==> src/rtl/mem_stage_pkg.sv <==
// Shared CPU pipeline definitions: bus widths, field offsets, encodings and
// small helpers for the memory stage.
package mem_stage_pkg;

    localparam int unsigned EXE_MEM_W = 80;
    localparam int unsigned MEM_WB_W  = 43;

    // EXE_MEM_BUS = {en, aim, rd, sel, mem_rd, mem_wr, mem_size, mem_sext, alu_result, store_data}
    localparam int unsigned EM_STORE_DATA_LSB = 0;
    localparam int unsigned EM_ALU_RESULT_LSB = 32;
    localparam int unsigned EM_SEXT_BIT       = 64;
    localparam int unsigned EM_SIZE_LSB       = 65;
    localparam int unsigned EM_MEM_WR_BIT     = 67;
    localparam int unsigned EM_MEM_RD_BIT     = 68;
    localparam int unsigned EM_SEL_LSB        = 69;
    localparam int unsigned EM_RD_LSB         = 72;
    localparam int unsigned EM_AIM_LSB        = 77;
    localparam int unsigned EM_EN_BIT         = 79;

    // MEM_WB_BUS = {en, aim, rd, sel, w_data}
    localparam int unsigned WB_DATA_LSB = 0;
    localparam int unsigned WB_SEL_LSB  = 32;
    localparam int unsigned WB_RD_LSB   = 35;
    localparam int unsigned WB_AIM_LSB  = 40;
    localparam int unsigned WB_EN_BIT   = 42;

    typedef enum logic [1:0] {
        AimReg = 2'b00,
        AimLo  = 2'b01,
        AimHi  = 2'b10,
        AimCp0 = 2'b11
    } aim_e;

    typedef enum logic [1:0] {
        SizeByte    = 2'b00,
        SizeHalf    = 2'b01,
        SizeWord    = 2'b10,
        SizeWordAlt = 2'b11
    } mem_size_e;

    typedef enum logic [0:0] {
        StIdle = 1'b0,
        StWait = 1'b1
    } mem_state_e;

    // Everything needed to drive the data-memory request and retire the op.
    typedef struct packed {
        logic        en;
        aim_e        aim;
        logic [4:0]  rd;
        logic [2:0]  sel;
        logic        we;
        mem_size_e   size;
        logic        sext;
        logic [31:0] alu_result;
        logic [3:0]  wstrb;
        logic [31:0] wdata;
    } mem_req_t;

    function automatic logic is_misaligned(mem_size_e size, logic [1:0] addr);
        case (size)
            SizeByte: is_misaligned = 1'b0;
            SizeHalf: is_misaligned = addr[0];
            default:  is_misaligned = |addr;
        endcase
    endfunction

    function automatic logic [3:0] store_strobe(mem_size_e size, logic [1:0] addr);
        case (size)
            SizeByte: store_strobe = 4'b0001 << addr;
            SizeHalf: store_strobe = addr[1] ? 4'b1100 : 4'b0011;
            default:  store_strobe = 4'b1111;
        endcase
    endfunction

    function automatic logic [31:0] store_wdata(mem_size_e size, logic [31:0] data);
        case (size)
            SizeByte: store_wdata = {4{data[7:0]}};
            SizeHalf: store_wdata = {2{data[15:0]}};
            default:  store_wdata = data;
        endcase
    endfunction

    function automatic logic [MEM_WB_W-1:0] pack_wb(logic en, aim_e aim, logic [4:0] rd,
                                                    logic [2:0] sel, logic [31:0] data);
        pack_wb                      = '0;
        pack_wb[WB_EN_BIT]           = en;
        pack_wb[WB_AIM_LSB +: 2]     = aim;
        pack_wb[WB_RD_LSB +: 5]      = rd;
        pack_wb[WB_SEL_LSB +: 3]     = sel;
        pack_wb[WB_DATA_LSB +: 32]   = data;
    endfunction

endpackage

==> src/rtl/mem_stage_if.sv <==
// Data-memory request/response channel between the memory stage (master)
// and the data memory (slave).
interface mem_stage_if;

    logic        dm_req;
    logic        dm_we;
    logic [31:0] dm_addr;
    logic [3:0]  dm_wstrb;
    logic [31:0] dm_wdata;
    logic        dm_ack;
    logic [31:0] dm_rdata;

    modport master (
        output dm_req,
        output dm_we,
        output dm_addr,
        output dm_wstrb,
        output dm_wdata,
        input  dm_ack,
        input  dm_rdata
    );

    modport slave (
        input  dm_req,
        input  dm_we,
        input  dm_addr,
        input  dm_wstrb,
        input  dm_wdata,
        output dm_ack,
        output dm_rdata
    );

endinterface

==> src/rtl/mem_stage_load_align.sv <==
// Load formatter: picks the addressed byte/half lane out of the memory word
// and sign- or zero-extends it.
module load_align
    import mem_stage_pkg::*;
(
    input  logic [31:0] rdata,
    input  logic [1:0]  addr,
    input  mem_size_e   size,
    input  logic        sext,
    output logic [31:0] data
);

    logic [7:0]  byte_lane;
    logic [15:0] half_lane;

    always_comb begin
        case (addr)
            2'd0:    byte_lane = rdata[7:0];
            2'd1:    byte_lane = rdata[15:8];
            2'd2:    byte_lane = rdata[23:16];
            default: byte_lane = rdata[31:24];
        endcase
        half_lane = addr[1] ? rdata[31:16] : rdata[15:0];
    end

    always_comb begin
        case (size)
            SizeByte: data = {{24{sext & byte_lane[7]}}, byte_lane};
            SizeHalf: data = {{16{sext & half_lane[15]}}, half_lane};
            default:  data = rdata;
        endcase
    end

endmodule

==> src/rtl/mem_stage.sv <==
// Pipeline memory stage: passes ALU ops through in one cycle and holds
// aligned loads/stores in WAIT until the data memory acknowledges.
module mem_stage
    import mem_stage_pkg::*;
(
    input  logic                 clk,
    input  logic                 rst,
    input  logic                 exe_valid,
    output logic                 mem_allowin,
    input  logic [EXE_MEM_W-1:0] EXE_MEM_BUS,
    mem_stage_if.master          dm,
    output logic                 addr_err,
    output logic [MEM_WB_W-1:0]  MEM_WB_BUS
);

    mem_state_e            state_q, state_d;
    mem_req_t              req_q, req_d;
    logic [MEM_WB_W-1:0]   wb_q, wb_d;
    logic                  addr_err_q, addr_err_d;

    logic        ex_en;
    aim_e        ex_aim;
    logic [4:0]  ex_rd;
    logic [2:0]  ex_sel;
    logic        ex_mem_rd;
    logic        ex_mem_wr;
    mem_size_e   ex_size;
    logic        ex_sext;
    logic [31:0] ex_alu_result;
    logic [31:0] ex_store_data;
    logic        ex_is_mem;
    logic        ex_misaligned;
    logic [31:0] load_data;

    assign ex_en         = EXE_MEM_BUS[EM_EN_BIT];
    assign ex_aim        = aim_e'(EXE_MEM_BUS[EM_AIM_LSB +: 2]);
    assign ex_rd         = EXE_MEM_BUS[EM_RD_LSB +: 5];
    assign ex_sel        = EXE_MEM_BUS[EM_SEL_LSB +: 3];
    assign ex_mem_rd     = EXE_MEM_BUS[EM_MEM_RD_BIT];
    assign ex_mem_wr     = EXE_MEM_BUS[EM_MEM_WR_BIT];
    assign ex_size       = mem_size_e'(EXE_MEM_BUS[EM_SIZE_LSB +: 2]);
    assign ex_sext       = EXE_MEM_BUS[EM_SEXT_BIT];
    assign ex_alu_result = EXE_MEM_BUS[EM_ALU_RESULT_LSB +: 32];
    assign ex_store_data = EXE_MEM_BUS[EM_STORE_DATA_LSB +: 32];

    assign ex_is_mem     = ex_mem_rd | ex_mem_wr;
    assign ex_misaligned = is_misaligned(ex_size, ex_alu_result[1:0]);

    load_align u_load_align (
        .rdata (dm.dm_rdata),
        .addr  (req_q.alu_result[1:0]),
        .size  (req_q.size),
        .sext  (req_q.sext),
        .data  (load_data)
    );

    always_comb begin
        state_d    = state_q;
        req_d      = req_q;
        wb_d       = wb_q;
        // Only a retiring op raises en; every other edge leaves a bubble.
        wb_d[WB_EN_BIT] = 1'b0;
        addr_err_d = 1'b0;

        case (state_q)
            StIdle: begin
                if (exe_valid) begin
                    if (!ex_is_mem) begin
                        wb_d = pack_wb(ex_en, ex_aim, ex_rd, ex_sel, ex_alu_result);
                    end else if (ex_misaligned) begin
                        addr_err_d = 1'b1;
                    end else begin
                        req_d.en         = ex_en;
                        req_d.aim        = ex_aim;
                        req_d.rd         = ex_rd;
                        req_d.sel        = ex_sel;
                        // rd+wr together is treated as a load
                        req_d.we         = ex_mem_wr & ~ex_mem_rd;
                        req_d.size       = ex_size;
                        req_d.sext       = ex_sext;
                        req_d.alu_result = ex_alu_result;
                        req_d.wstrb      = store_strobe(ex_size, ex_alu_result[1:0]);
                        req_d.wdata      = store_wdata(ex_size, ex_store_data);
                        state_d          = StWait;
                    end
                end
            end
            StWait: begin
                if (dm.dm_ack) begin
                    wb_d    = pack_wb(req_q.en, req_q.aim, req_q.rd, req_q.sel,
                                      req_q.we ? req_q.alu_result : load_data);
                    state_d = StIdle;
                end
            end
        endcase
    end

    always_ff @(posedge clk) begin
        if (rst) begin
            state_q    <= StIdle;
            req_q      <= '0;
            wb_q       <= '0;
            addr_err_q <= 1'b0;
        end else begin
            state_q    <= state_d;
            req_q      <= req_d;
            wb_q       <= wb_d;
            addr_err_q <= addr_err_d;
        end
    end

    assign mem_allowin = (state_q == StIdle);
    assign addr_err    = addr_err_q;
    assign MEM_WB_BUS  = wb_q;

    assign dm.dm_req   = (state_q == StWait);
    assign dm.dm_we    = req_q.we;
    assign dm.dm_addr  = {req_q.alu_result[31:2], 2'b00};
    assign dm.dm_wstrb = req_q.wstrb;
    assign dm.dm_wdata = req_q.wdata;

endmodule
==> src/flat_wrapper.sv <==
// flat-port wrapper written by rule: the top's interface ports become plain ports
module mem_stage_flat import mem_stage_pkg::*;
  (clk, rst, exe_valid, mem_allowin, EXE_MEM_BUS, addr_err, MEM_WB_BUS, dm_dm_req, dm_dm_we, dm_dm_addr, dm_dm_wstrb, dm_dm_wdata, dm_dm_ack, dm_dm_rdata);
  mem_stage_if dm_i ();
  input  logic clk;
  input  logic rst;
  input  logic exe_valid;
  output logic mem_allowin;
  input  logic [EXE_MEM_W-1:0] EXE_MEM_BUS;
  output logic addr_err;
  output logic [MEM_WB_W-1:0] MEM_WB_BUS;
  output wire logic [$bits(dm_i.dm_req)-1:0] dm_dm_req;
  output wire logic [$bits(dm_i.dm_we)-1:0] dm_dm_we;
  output wire logic [$bits(dm_i.dm_addr)-1:0] dm_dm_addr;
  output wire logic [$bits(dm_i.dm_wstrb)-1:0] dm_dm_wstrb;
  output wire logic [$bits(dm_i.dm_wdata)-1:0] dm_dm_wdata;
  input wire logic [$bits(dm_i.dm_ack)-1:0] dm_dm_ack;
  input wire logic [$bits(dm_i.dm_rdata)-1:0] dm_dm_rdata;
  assign dm_dm_req = dm_i.dm_req;
  assign dm_dm_we = dm_i.dm_we;
  assign dm_dm_addr = dm_i.dm_addr;
  assign dm_dm_wstrb = dm_i.dm_wstrb;
  assign dm_dm_wdata = dm_i.dm_wdata;
  assign dm_i.dm_ack = dm_dm_ack;
  assign dm_i.dm_rdata = dm_dm_rdata;
  mem_stage u_core (.clk(clk), .rst(rst), .exe_valid(exe_valid), .mem_allowin(mem_allowin), .EXE_MEM_BUS(EXE_MEM_BUS), .dm(dm_i), .addr_err(addr_err), .MEM_WB_BUS(MEM_WB_BUS));
endmodule
==> config.mk <==
export PLATFORM = sky130hd
export DESIGN_NAME = mem_stage_flat
export DESIGN_NICKNAME = d
export VERILOG_FILES = /design/src/rtl/mem_stage_pkg.sv /design/src/rtl/mem_stage_if.sv /design/src/rtl/mem_stage_load_align.sv /design/src/rtl/mem_stage.sv /design/src/flat_wrapper.sv
export SDC_FILE = /design/constraint.sdc
export NUM_CORES = 1
export LEC_CHECK = 0
export CELL_PAD_IN_SITES_DETAIL_PLACEMENT = 0
export CELL_PAD_IN_SITES_GLOBAL_PLACEMENT = 1
export CORE_ASPECT_RATIO = 0.75
export CORE_UTILIZATION = 33
export CTS_BUF_LIST = sky130_fd_sc_hd__clkbuf_4
export DETAILED_ROUTE_END_ITERATION = 8
export GPL_TIMING_DRIVEN = 1
export PLACE_DENSITY_LB_ADDON = 0.1
export SLEW_MARGIN = 40
export SYNTH_ARGS = -nofsm -noshare
export SYNTH_HDL_FRONTEND = slang
export SYNTH_SLANG_ARGS = --single-unit
==> constraint.sdc <==
create_clock -name clk -period 2.1 [get_ports clk]
set_input_delay 0.315 -clock clk [delete_from_list [all_inputs] [get_ports clk]]
set_output_delay 0.315 -clock clk [all_outputs]
set_load 0.01 [all_outputs]
==> results by group, run 1 <==
CTS
  • Depth of the CTS H-tree: 4
  • Max Root-Sink Buffers: 2
  • Count of clock tree sinks: 128
  • TritonCTS clock tree: done
  • CTS clk-pin slew, worst paths: 0.12 ns
  • Clock buffer count from CTS: 17
  • Clock latency of the later-clocked register in the worst-skew pair: approximately 0.52 ns
  • Number of setup buffers added after CTS: 0
  • Master cell of the clock root buffer: sky130_fd_sc_hd__clkbuf_4

Logic synthesis
  • Netlist area before placement: 0.00646 mm^2
  • Total of warnings raised by yosys: 0
  • Portion of synthesized cell area occupied by the leading cell type: 39.7%
  • Post-synthesis async set-or-reset flop share: 0%
  • Number of different library cells in the post-synthesis netlist: between 50 and 60
  • Seq/Total Area, Yosys: around two fifths
  • Post-synth top area cell: sky130_fd_sc_hd__dfxtp_1
  • Mapped Avg Cell Area: 8.07 um^2
  • Post-synth top cells: 161 x sky130_fd_sc_hd__nand2_1, 128 x sky130_fd_sc_hd__dfxtp_1, 89 x sky130_fd_sc_hd__a21oi_1
  • Post-synthesis cell count: 800
  • Dominant cells by area after synthesis: sky130_fd_sc_hd__dfxtp_1 40%, sky130_fd_sc_hd__nand2_1 9.4%, sky130_fd_sc_hd__buf_4 7.9%
  • Post-synth EDFFs: 0
  • Most frequent cell after synthesis: sky130_fd_sc_hd__nand2_1
  • Most instantiated flip-flop cell in the synthesis netlist: sky130_fd_sc_hd__dfxtp_1
  • Seq cells post-synth: 128

Min path
  • Endpoint of the worst hold-timing path: u_core.dm.dm_addr[21]$_SDFFE_PP0P_
  • Worst Hold Path Cells: 2
  • Min-delay worst type: in -> reg
  • Worst Min Path Start: rst

Layout
  • Multi-input gate area: 0.00309 mm^2
  • Layout cell share with drive strength beyond 1: 10.0%
  • Post-synthesis to final-layout area growth: 40.4%
  • Number of nets in the final layout: between 1000 and 1500
  • Util after Layout: 48.2%
  • Cell area after layout: 0.00907 mm^2
  • Count of filler cells inserted in the layout: 1810
  • Number of antenna cells inserted: 0
  • Area taken by flip-flops and latches: ~0.0026 mm^2

Pwr
  • Peak supply drop: 0.315 mV
  • Part of the total power dissipated in the clock network: 33.4%
  • Switching share of power: 28.5%
  • Leakage power of the design: ~0.0032 uW
  • P_sw: approximately 1700 uW
  • Cell-internal power: 4140 uW
  • Power Total: 5790 uW
  • Power share of the sequential group: 45.6%
  • Logic pwr share: 21.0%
  • Pwr dens: 638 mW/mm^2

Worst setup path
  • FF-to-FF Start: u_core.req_q[37]$_SDFFE_PP0P_
  • Critical path cell sequence: clkdlybuf4s50_1
  • Buffer and inverter count on the worst path: 1
  • Cell with the biggest individual delay on the critical path: sky130_fd_sc_hd__clkdlybuf4s50_1
  • Largest driver fanout on the critical path: 8
  • Kind of cell adding the most delay to the critical path: buffers and inverters
  • Worst reg-to-reg path cell count: 5
  • Critical path launch point type: flip-flop
  • Kind of critical path: reg -> out
  • Minimum setup slack among reg-to-reg paths: 0.22 ns
  • Critical path depth in cells: 1
  • Critical Path Max Stage Delay: around 0.61 ns
  • Data required, critical path: 1.78 ns
  • Reg-to-Reg End: u_core.MEM_WB_BUS[31]$_SDFFE_PP0P_
  • Arrival time at the worst endpoint: approximately 1.7 ns
  • Type of destination of the critical path: primary output

Route
  • Iter 0 DRT Violations: 540
  • Number of vias per cell: around 5.4
  • Final Routed Wirelength: 23.3 mm
  • Count of antenna-violating nets left after detailed routing: 0
  • Drc violations: 0
  • Total iterations of the first detailed-routing run: 5
  • Average routed wire per standard cell: 19.1 um
  • Number of vias in the routed layout: ~6600

Floorplan
  • DIE AREA: 0.0201 mm^2
  • Die boundary height: 123 um
  • Count of boundary I/O pins: 231
  • Floorplan Core Area: ~0.019 mm^2
  • Number of rows in the core area: 43
  • Die width: 164 um
  • Starting Density: 34.3%

STA
  • RSZ-0062 raised after global routing: false
  • Worst max-slew margin expressed relative to the limit: slightly above 50%
  • Worst clock skew on the final layout: 0.0145 ns
  • Sum of negative setup slack: 0 ns
  • Clock period minus final worst setup slack: 1.99 ns
  • Slew @ Worst Pin: approximately 0.73 ns
  • Number of max-slew violations in the final report: 0
  • F_max: between 500 and 600 MHz
  • Final-report setup violation count: 0
  • Ratio of final minimum period to clock period: 94.7%
  • Hold Violations, Final: 0

Global route
  • Pin count of the biggest net entering global routing: 41
  • Combined global-route utilization of all metal layers: a little under a quarter
  • Number of global-route vias before repair: just over 6000
  • Initial antenna violation count: 0
  • Overflow left after global routing: 0
  • Global-route wire length before repair: 34.8 mm

Placed design
  • Port-buffer cells: between 200 and 250
  • Placed Area: 0.00874 mm^2
  • Final Wtd Congestion: 0.886
  • Post-DP HPWL: 17.2 mm

Status
  • Status: finished clean

Job
  • Max-cap viol count: 0
==> cell type report <==
class | count | share of cell area (%)
clock buffers | 18 | 1.49
clock inverters | 14 | 2.10
inverters | 13 | 0.538
multi-input cells | 524 | 34.0
flip-flops and latches | 128 | 28.3
well taps | 247 | 3.41
repair buffers | 279 | 30.2
==> cell usage in the layout (no fill, tap or decap), types with 3 or more instances in the layout <==
cell                              synthesis  routed
sky130_fd_sc_hd__nand2_1                161     161
sky130_fd_sc_hd__nor2b_1                  6       6
sky130_fd_sc_hd__clkbuf_4                 0      18
sky130_fd_sc_hd__a221oi_2                 4       4
sky130_fd_sc_hd__inv_1                   12      12
sky130_fd_sc_hd__nand3_1                  6       6
sky130_fd_sc_hd__nor3_1                   4       4
sky130_fd_sc_hd__or3_1                    3       3
sky130_fd_sc_hd__a311oi_1                11      11
sky130_fd_sc_hd__mux2_2                   3       3
sky130_fd_sc_hd__o21ai_0                 32      32
sky130_fd_sc_hd__mux2_4                   3       3
sky130_fd_sc_hd__a21oi_1                 89      89
sky130_fd_sc_hd__buf_12                   0       6
sky130_fd_sc_hd__o32ai_1                  4       4
sky130_fd_sc_hd__o221ai_1                 6       6
sky130_fd_sc_hd__a31oi_1                  3       3
sky130_fd_sc_hd__a221o_1                  4       4
sky130_fd_sc_hd__bufinv_16                0       4
sky130_fd_sc_hd__a211oi_1                16      16
sky130_fd_sc_hd__clkinv_4                 0       3
sky130_fd_sc_hd__o22ai_1                 20      20
sky130_fd_sc_hd__nand2b_1                 7       7
sky130_fd_sc_hd__buf_4                   68      46
sky130_fd_sc_hd__clkdlybuf4s50_1          0     227
sky130_fd_sc_hd__and3_1                  15      15
sky130_fd_sc_hd__clkinvlp_4               0       3
sky130_fd_sc_hd__o211ai_1                 9       9
sky130_fd_sc_hd__a311o_1                  3       3
sky130_fd_sc_hd__a221oi_1                15      15
sky130_fd_sc_hd__nor3b_1                  3       3
sky130_fd_sc_hd__a22oi_1                 11      11
sky130_fd_sc_hd__nor2_1                  29      27
sky130_fd_sc_hd__mux2i_1                 30      30
sky130_fd_sc_hd__clkinv_1                 1       3
sky130_fd_sc_hd__o21ai_1                  6       6
sky130_fd_sc_hd__dfxtp_1                128     127
==> metal layers <==
metal	part of all wire [%]	global-route usage [%]	up-vias
li1	-	-	3104
met1	47	32.4	3158
met2	43	33.8	292
met3	9.4	6.00	21
met4	1.2	5.90	0
met5	0	0	-
==> logic make-up (layout without fill, tap and decap cells) <==
logic type	after synthesis	count (layout)	share of synthesized area (%)
buffers and inverters	149	324	13.2
other	1	2	0.0581
AND/OR/NAND/NOR	241	241	16.3
AO/OA/AOI/OAI	243	243	24.6
multiplexers	38	38	6.22
flip-flops	128	128	39.7
==> power groups by stage <==
stage	combinational [uW]	clock [uW]	sequential (uW)
5_1_grt	1310	2090	2660
4_1_cts	1220	1990	2640
2_1_floorplan	599	0	2680
3_5_place_dp	1210	0	2690
6_report	1220	1930	2640
3_3_place_gp	1200	0	2690
==> worst register-to-register path, cell delays in order (launching register included) <==
cell and delay (ns):
sky130_fd_sc_hd__dfxtp_1 0.47, sky130_fd_sc_hd__mux2_4 0.34, sky130_fd_sc_hd__mux2_4 0.38, sky130_fd_sc_hd__a221oi_1 0.35, sky130_fd_sc_hd__buf_4 0.16, sky130_fd_sc_hd__o22ai_1 0.07
==> sequential cells by signal, indices dropped and copies added (netlist names) <==
name                count
u_core.MEM_WB_BUS      43
u_core.addr_err         1
u_core.dm.dm_addr      30
u_core.dm.dm_req        1
u_core.dm.dm_wdata     32
u_core.dm.dm_we         1
u_core.dm.dm_wstrb      4
u_core.req_q           16
==> stage by stage <==
| step | hold slack, ns | std cells | setup slack, ns |
|---|---|---|---|
| after floorplan | 0.436 | 801 | 0.414 |
| after global placement | 0.442 | 1191 | 0.000266 |
| after detailed placement | 0.447 | 1191 | -0.00161 |
| after CTS | 0.107 | 1223 | 0.0535 |
| after global routing | 0.122 | 1223 | 0.0129 |
| final | 0.163 | 1223 | 0.112 |
==> how the worst max path moves through the flow <==
| stage | from | to |
|---|---|---|
| 3_3_place_gp | u_core.req_q[70]$_SDFFE_PP0P_ | u_core.MEM_WB_BUS[31]$_SDFFE_PP0P_ |
| 5_1_grt | u_core.dm.dm_req$_SDFF_PP0_ | dm_dm_req |
| 4_1_cts | u_core.dm.dm_req$_SDFF_PP0_ | dm_dm_req |
| 3_5_place_dp | exe_valid | u_core.MEM_WB_BUS[4]$_SDFFE_PP0P_ |
| 6_report | u_core.dm.dm_req$_SDFF_PP0_ | dm_dm_req |
| 2_1_floorplan | u_core.dm.dm_req$_SDFF_PP0_ | u_core.MEM_WB_BUS[20]$_SDFFE_PP0P_ |
==> timing repair <==
action / CTS / global route
hold buffers: 0 / 0
setup endpoints to repair: 1 / 0
resized for setup: 1 / 0
No activity file was read; power rests on OpenSTA's default activity.
==> run 2, diff against run 1 <==
--- a/config.mk
+++ b/config.mk
@@ -5,6 +5,7 @@
 export SDC_FILE = /design/constraint.sdc
 export NUM_CORES = 1
 export LEC_CHECK = 0
+export CAP_MARGIN = 10
 export CELL_PAD_IN_SITES_DETAIL_PLACEMENT = 0
 export CELL_PAD_IN_SITES_GLOBAL_PLACEMENT = 1
 export CORE_ASPECT_RATIO = 0.75
==> constraint.sdc (replaced) <==
create_clock -name clk -period 2.1 [get_ports clk]
set_input_delay 0.42 -clock clk [delete_from_list [all_inputs] [get_ports clk]]
set_output_delay 0.42 -clock clk [all_outputs]
set_load 0.01 [all_outputs]
==> run 2 against run 1 <==
Setup slack gained 0.0082 ns. Core utilization shrank 0.080 points. Hold slack gained 0.093 ns. Largest cell class unchanged. Routed wire length grew 0.52%. Largest power group unchanged. Sequential power is essentially flat. Power shrank 5.4%. Critical endpoint unchanged. Count of clock-buffer cells in the layout is the same.
==> results by group, run 2 (synthesis gave the netlist of run 1 again) <==
Floorplan
  • Number of rows in the core area: 43
  • Die width: 164 um
  • DIE AREA: 0.0201 mm^2
  • Die boundary height: 123 um
  • Floorplan Core Area: 0.0188 mm^2
  • Count of boundary I/O pins: 231
  • Starting Density: ~34%

Global route
  • Number of global-route vias before repair: 6157
  • Overflow left after global routing: 0
  • Global-route wire length before repair: 34.8 mm
  • Pin count of the biggest net entering global routing: 41
  • Combined global-route utilization of all metal layers: 22.8%
  • Initial antenna violation count: 0

Route
  • Number of vias in the routed layout: 6490
  • Total iterations of the first detailed-routing run: 5
  • Final Routed Wirelength: ~23 mm
  • Number of vias per cell: around 5.3
  • Count of antenna-violating nets left after detailed routing: 0
  • Average routed wire per standard cell: 19.1 um
  • Iter 0 DRT Violations: 402
  • Drc violations: 0

STA
  • Number of max-slew violations in the final report: 0
  • Ratio of final minimum period to clock period: 94.3%
  • Hold Violations, Final: 0
  • Worst clock skew on the final layout: 0.0188 ns
  • Worst max-slew margin expressed relative to the limit: between 40% and 50%
  • Clock period minus final worst setup slack: roughly 2.0 ns
  • Final-report setup violation count: 0
  • Slew @ Worst Pin: 0.832 ns
  • F_max: 505 MHz
  • RSZ-0062 raised after global routing: false
  • Worst-case hold slack: 0.256 ns

Layout
  • Number of nets in the final layout: 1085
  • Cell area after layout: 0.00905 mm^2
  • Post-synthesis to final-layout area growth: 40.2%
  • Util after Layout: 48.1%
  • Layout cell share with drive strength beyond 1: 10.8%
  • Top library cells by usage in the layout, fill and taps aside: 227 x sky130_fd_sc_hd__clkdlybuf4s50_1, 161 x sky130_fd_sc_hd__nand2_1, 126 x sky130_fd_sc_hd__dfxtp_1
  • Count of filler cells inserted in the layout: about 1800
  • Number of antenna cells inserted: 0
  • Most frequent standard cell in the layout excluding fill and tap cells: sky130_fd_sc_hd__clkdlybuf4s50_1
  • Number of flip-flops in the largest register: between 40 and 50

Pwr
  • Peak supply drop: 0.356 mV
  • Logic pwr share: 22.5%
  • Switching share of power: 30.9%
  • Cell-internal power: 3780 uW
  • Power share of the sequential group: 48.2%
  • Part of the total power dissipated in the clock network: 29.4%
  • P_sw: 1690 uW
  • Leakage power of the design: ~0.0032 uW
  • Pwr dens: approximately 600 mW/mm^2

Worst setup path
  • Critical path depth in cells: 1
  • FF-to-FF Start: u_core.req_q[37]$_SDFFE_PP0P_
  • Arrival time at the worst endpoint: 1.56 ns
  • Critical Path Max Stage Delay: 0.57 ns
  • Kind of cell adding the most delay to the critical path: buffers and inverters
  • Buffer and inverter count on the worst path: 1
  • Critical path cell sequence: clkdlybuf4s50_1
  • Kind of critical path: reg -> out
  • Data required, critical path: 1.68 ns
  • Reg-to-Reg End: u_core.MEM_WB_BUS[6]$_SDFFE_PP0P_
  • Type of destination of the critical path: primary output
  • Cell with the biggest individual delay on the critical path: sky130_fd_sc_hd__clkdlybuf4s50_1
  • Minimum setup slack among reg-to-reg paths: 0.23 ns
  • Largest driver fanout on the critical path: 8
  • Worst reg-to-reg path cell count: 5
  • Critical path launch point type: flip-flop

CTS
  • Max Root-Sink Buffers: 2
  • Master cell of the clock root buffer: sky130_fd_sc_hd__clkbuf_4
  • Clock latency of the later-clocked register in the worst-skew pair: 0.55 ns
  • Clock buffer count from CTS: 17
  • CTS clk-pin slew, worst paths: 0.13 ns
  • Depth of the CTS H-tree: 4
  • Count of clock tree sinks: 128
  • TritonCTS clock tree: done
  • Number of buffers inserted by hold repair at cts: 0

Min path
  • Worst Min Path Start: rst
  • Endpoint of the worst hold-timing path: u_core.dm.dm_addr[18]$_SDFFE_PP0P_
  • Min-delay worst type: in -> reg
  • Worst Hold Path Cells: 2

Placed design
  • Final Wtd Congestion: 0.908
  • Port-buffer cells: 228
  • Placed Area: 0.00880 mm^2
  • Post-DP HPWL: 17.2 mm

Status
  • Status: finished clean

Job
  • Max-cap viol count: 0
==> run 2: cell count changes in the layout (fill, tap and decap cells not counted), sizes merged <==
cell and delta:
clkinvlp +1, buf +6, clkinv +2, bufinv -3
==> run 2: through the flow <==
step           setup TNS, ns  setup WS, ns  instances  power (uW)
6_report                   0         0.120       1229        5480
5_1_grt                    0        0.0430       1229        5730
4_1_cts                    0        0.0251       1229        5520
3_5_place_dp           -2.25        -0.102       1197        3920
3_3_place_gp           -1.17       -0.0787       1197        3900
2_1_floorplan              0         0.414        801        3280
==> run 2: final cells by class <==
cell class	count	area [um^2]	area share [%]
multi-input cells	524	3080	34.0
repair buffers	285	2800	30.9
flip-flops and latches	128	2570	28.4
well taps	247	309	3.41
clock buffers	18	135	1.49
clock inverters	14	119	1.31
inverters	13	48.8	0.539
==> run 2: power by group through the flow <==
stage / Clock [uW] / Sequential (uW) / Combinational [uW]
4_1_cts: 1650 / 2640 / 1230
6_report: 1610 / 2640 / 1230
2_1_floorplan: 0 / 2680 / 599
3_3_place_gp: 0 / 2690 / 1210
3_5_place_dp: 0 / 2690 / 1220
5_1_grt: 1760 / 2650 / 1320
==> run 2: worst max-delay path by stage <==
| stage | start | endpoint | slack [ns] |
|---|---|---|---|
| floorplan | u_core.dm.dm_req$_SDFF_PP0_ | u_core.MEM_WB_BUS[20]$_SDFFE_PP0P_ | 0.41 |
| global placement | dm_dm_rdata[15] | u_core.MEM_WB_BUS[24]$_SDFFE_PP0P_ | -0.08 |
| detailed placement | EXE_MEM_BUS[67] | u_core.MEM_WB_BUS[13]$_SDFFE_PP0P_ | -0.10 |
| CTS | u_core.dm.dm_we$_SDFFE_PP0P_ | dm_dm_we | 0.03 |
| global route | u_core.dm.dm_addr[14]$_SDFFE_PP0P_ | dm_dm_addr[14] | 0.04 |
| finish | u_core.dm.dm_req$_SDFF_PP0_ | dm_dm_req | 0.12 |
==> run 2: per-layer routing <==
metal  vias up  track usage (%)  wire length, um
met1      3065             33.1            11000
met5         -                0                0
met3        23             5.84             2100
li1       3113                -                -
met4         0             6.37              295
met2       289             32.9            10000
==> run 2: timing repair <==
item                       4_1_cts  5_1_grt
pin swaps                        0        0
setup endpoints to repair        3        1
setup buffers                    0        0
resized for setup                2        1
==> run 3, diff against run 2 <==
--- a/config.mk
+++ b/config.mk
@@ -18,3 +18,4 @@
 export SYNTH_ARGS = -nofsm -noshare
 export SYNTH_HDL_FRONTEND = slang
 export SYNTH_SLANG_ARGS = --single-unit
+export TNS_END_PERCENT = 5
==> results of run 3 <==
No change in the layout: final DEF, timing and power equal those of run 2.
